[src/rtl/cordic_xy_arbiter.sv]
// Round-robin front end sharing one X_Y_to_angle CORDIC pipeline among NREQ requesters.
// A tag shift register runs alongside the CORDIC so each angle returns to the requester that issued it.
module cordic_xy_arbiter #(
    parameter int unsigned NREQ  = 4,
    parameter int unsigned DSIZE = 8,
    parameter int unsigned ASIZE = 8,
    parameter int unsigned RNUM  = 8,
    parameter int unsigned LAT   = RNUM + 2,
    parameter int unsigned IDW   = 3
) (
    input  logic                  clock,
    input  logic                  rst,
    input  logic                  en,
    input  logic [NREQ-1:0]       req_valid,
    output logic [NREQ-1:0]       req_ready,
    input  logic [NREQ*DSIZE-1:0] req_x,
    input  logic [NREQ*DSIZE-1:0] req_y,
    output logic [DSIZE-1:0]      cordic_x,
    output logic [DSIZE-1:0]      cordic_y,
    input  logic [ASIZE-1:0]      cordic_angle,
    output logic [NREQ-1:0]       rsp_valid,
    output logic [ASIZE-1:0]      rsp_angle,
    output logic [IDW-1:0]        rsp_id,
    output logic                  idle
);
    // One stage beyond LAT: the angle for an issue at edge E0 is sampled at edge E0+LAT+1.
    localparam int unsigned DEPTH = LAT + 1;
    localparam int unsigned SW    = (NREQ > 1) ? $clog2(NREQ) : 1;

    logic [DSIZE-1:0]          x_arr [NREQ];
    logic [DSIZE-1:0]          y_arr [NREQ];
    logic [IDW-1:0]            ptr;
    logic [IDW-1:0]            gid;
    logic                      found;
    logic                      issue;
    int unsigned               scan;
    logic [DEPTH-1:0]          tag_vld;
    logic [DEPTH-1:0][IDW-1:0] tag_id;

    for (genvar i = 0; i < NREQ; i++) begin : g_unpack
        assign x_arr[i] = req_x[i*DSIZE +: DSIZE];
        assign y_arr[i] = req_y[i*DSIZE +: DSIZE];
    end

    // Round-robin search starting at ptr, wrapping past NREQ-1.
    always_comb begin
        scan  = 0;
        found = 1'b0;
        gid   = '0;
        for (int unsigned k = 0; k < NREQ; k++) begin
            scan = (32'(ptr) + k) % NREQ;
            if (!found && req_valid[SW'(scan)]) begin
                found = 1'b1;
                gid   = IDW'(scan);
            end
        end
    end

    assign issue     = found && en && !rst;
    assign req_ready = issue ? (NREQ'(1) << gid) : '0;
    assign idle      = (tag_vld == '0) && (rsp_valid == '0);

    always_ff @(posedge clock or posedge rst) begin
        if (rst) begin
            cordic_x  <= '0;
            cordic_y  <= '0;
            ptr       <= '0;
            tag_vld   <= '0;
            tag_id    <= '0;
            rsp_valid <= '0;
            rsp_angle <= '0;
            rsp_id    <= '0;
        end else begin
            if (issue) begin
                cordic_x <= x_arr[SW'(gid)];
                cordic_y <= y_arr[SW'(gid)];
                ptr      <= (gid == IDW'(NREQ - 1)) ? '0 : gid + IDW'(1);
            end
            // Tags shift every edge so they stay aligned with the free-running CORDIC.
            tag_vld <= {tag_vld[DEPTH-2:0], issue};
            tag_id  <= {tag_id[DEPTH-2:0], gid};
            if (tag_vld[DEPTH-1]) begin
                rsp_valid <= NREQ'(1) << tag_id[DEPTH-1];
                rsp_id    <= tag_id[DEPTH-1];
                rsp_angle <= cordic_angle;
            end else begin
                rsp_valid <= '0;
            end
        end
    end
endmodule

[config.mk]
export PLATFORM = sky130hd
export DESIGN_NAME = cordic_xy_arbiter
export DESIGN_NICKNAME = d
export VERILOG_FILES = /design/src/rtl/cordic_xy_arbiter.sv
export SDC_FILE = /design/constraint.sdc
export NUM_CORES = 1
export LEC_CHECK = 0
export BUFFER_PORTS_ARGS = -buffer_cell sky130_fd_sc_hd__buf_4
export CORE_ASPECT_RATIO = 1.25
export CORE_MARGIN = 5
export CORE_UTILIZATION = 40
export DETAILED_ROUTE_END_ITERATION = 10
export GPL_ROUTABILITY_DRIVEN = 0
export MAX_ROUTING_LAYER = met4
export PLACE_DENSITY = 0.67
export SYNTH_ARGS = -nofsm -noshare
export SYNTH_HDL_FRONTEND = slang
export SYNTH_SLANG_ARGS = --single-unit
[constraint.sdc]
create_clock -name clock -period 5.7 [get_ports clock]
set_input_delay 0 -clock clock [delete_from_list [all_inputs] [get_ports clock]]
set_output_delay 0 -clock clock [all_outputs]
set_load 0.02 [all_outputs]
==> metrics <==
status=complete, no violations; Power Total=approximately 1.7 mW; clock root buffer=clkbuf_8; Max H-tree Level=3; fin nets=between 400 and 500; drt drc=0; final clock period utilization by the worst path=58.2%; number of synthesis warnings=0; maximum clock path buffer count=2; Clock Power Share=about a quarter; worst hold slack=roughly 0.013 ns; Post-Syn Area=0.00262 mm2; vias in the first global route=approximately 2,200; Final setup viols=0; setup ws final=2.39 ns; grt peak-use layer=met2; post-DR vias/cell=just under 5; Placed Cells=between 300 and 400; CTS Buf Count=9; CP Max Fanout=between 60 and 70; Routed WL=approximately 6.5 mm; flop and latch count out of synthesis=65; Cell Chain, Critical Path=dlygate4sd3_1, buf_4, inv_2, buf_4, nand3_2, nor2_2, a22o_1, a221o_1, dlygate4sd3_1; CP max stage delay=0.71 ns; dpl ws=3.08 ns; largest net degree at the start of global routing=67; sequential cell area fraction in the yosys report=62.1%; all-layer global routing usage=around 17%; global-route met1 utilization=a little over a fifth; Leak Pwr=about 2.0 nW; Max-Cap Viols=0; startpoint types=input port; CP max stage cell=nor2_2; Initial Util=40.4%; clock sinks=between 60 and 70; Slew Viols, Final=0; HPWL after DPL=roughly 4.4 mm; Pwr Density=409 mW/mm2; Post-CTS Resized=0; hold violation total from the final report=0; P_int=1.19 mW; Area contributors post-synth=dfrtp_1 (62%), mux2_2 (9.9%), a22o_1 (4.7%); Vert. Die Dim=around 100 um; skew final=approximately 0.0073 ns; first-pass detailed-route iteration total=4; FP Rows=33; share of cells above drive strength 1=48.0%; kind of critical path=in2reg; I/O Pins=roughly 120; largest area contributor in the netlist=dfrtp_1; worst-skew pair later-pin latency=between 0.3 and 0.4 ns; first-pass GRT wire length=just over 10 mm; FMAX=302 MHz; met3 usage=approximately 5.3%; I/O Buffers=about 110; Critical Path RT=5.96 ns; Mapped Avg Cell Area=between 10 and 15 um2; initial antenna violation count=0; Post-Syn Nets=261; Worst Tran Pin Value=roughly 1 ns; Reg clk slew, reported paths=approximately 0.060 ns; Psw=approximately 0.5 mW; CORE AREA=0.00648 mm2; Unique masters post-synth=40; P&R area growth vs syn=57.5%; Antenna Violating Nets Remaining=0; Routed WL per cell=15.2 um; ant diodes=0; asr flop ratio synth=100%; post-synth top area share=62.1%; CTS tree=done; most frequent cells in the layout=buf_4 (114), dfrtp_1 (65), dlygate4sd3_1 (42); CP endpoint kind=flop; maximum vdd ir drop=0.000174 V; setup TNS=0 ns; Cells after Synth=about 180; minimum clock period=between 3 and 4 ns; Switching Share=between 20% and 30%; DRT iter0 DRCs=between 100 and 150; non-filler instance count after layout=between 400 and 500; Reg power frac=about 41%; WP data arrival=around 3.6 ns; number of enable flip-flop cells after synthesis=0; RSZ-0062 raised after global routing=false; met2 usage=around 25%; via count=2,107; ys flop type=dfrtp_1; grt total ovfl=0; Die X=~80 um; most common cell after layout, fill and taps aside=buf_4; Die ar.=a little over 0.008 mm2; Comb pwr share=a little over a third; Worst slew margin=around 34%; Hold Crit Class=in2reg
metal layers:
metal	share of wire (%)	vias up
li1	-	995
met1	42	1011
met2	48	93
met3	8.5	8
met4	1.2	0
met5	0	-
path summary, 6_finish.rpt:
| kind | from | end | slack [ns] | depth (start not counted) |
|---|---|---|---|---|
| worst max-delay path | rst | cordic_x[7] | 2.39 | 9 |
| worst min-delay path | req_y[25] | cordic_y[1] | 0.01 | 3 |
| worst max register to register | ptr[0] | cordic_x[6] | 2.75 | 6 |
| worst min register to register | tag_id[15] | tag_id[18] | 0.34 | 0 |
| max in group asynchronous | rst | cordic_y[4] | 4.72 | 4 |
| min in group asynchronous | rst | rsp_angle[4] | 0.45 | 4 |
metrics by stage:
stage	cell area, um2	utilization (%)
floorplan	2620	-
global placement	3500	54.0
detailed placement	3500	54.0
CTS	4130	63.6
global route	4130	63.6
finish	4130	63.6
registers in the layout, indices dropped and copies added, names as in the netlist:
signal	flops
rsp_valid	4
tag_vld	11
rsp_id	2
cordic_y	8
rsp_angle	8
ptr	2
cordic_x	8
tag_id	22
kinds of logic (layout without fill, tap and decap cells):
family	Yosys count	count (layout)	share of synthesized area (%)
AO/OA/AOI/OAI	40	40	13.6
adder cells (fa/ha/maj)	1	1	0.478
buffers and inverters	14	175	3.58
flip-flops	65	65	62.1
multiplexers	27	27	11.4
other	1	1	0.143
AND/OR/NAND/NOR	33	33	8.70
cells in the mapped netlist, types with 2 or more instances:
master and instances:
a21oi_1 3, a221o_1 10, a221o_2 4, a22o_1 14, buf_2 2, buf_4 2
buf_6 4, clkbuf_1 2, dfrtp_1 65, inv_1 2, mux2_2 23, mux2i_1 4
nand2_1 8, nand2b_1 2, nor2_1 2, nor2b_1 3, nor3_1 2, nor3_4 2
nor4_1 3, o21ai_0 2, o221ai_1 2, o32a_2 2
critical path, delay by kind of cell:
family	cells	cell delay, ns
AOI/OAI and AO/OA	2	0.34
and+or+nand+nor	2	1.35
buffers and inverters	5	1.86
layout make-up:
cell class / count / area, um2
tap: 87 / 109
sequential: 65 / 1630
clock buffer: 13 / 139
multi-input combinational: 102 / 898
fill: 500 / 2360
inverter: 3 / 11.3
clock inverter: 3 / 65.1
timing repair buffer: 156 / 1280
power by group through the flow:
stage / clock network, mW / logic [mW] / registers [mW]
2_1_floorplan: 0 / 0.255 / 0.748
3_3_place_gp: 0 / 0.511 / 0.690
3_5_place_dp: 0 / 0.521 / 0.687
4_1_cts: 0.416 / 0.600 / 0.685
5_1_grt: 0.439 / 0.645 / 0.701
6_report: 0.403 / 0.599 / 0.684
what timing repair did:
item	4_1_cts	5_1_grt
endpoints found under the hold margin	90	0
setup buffers	0	0
hold buffers	42	0
(Power assumes the default switching activity.)
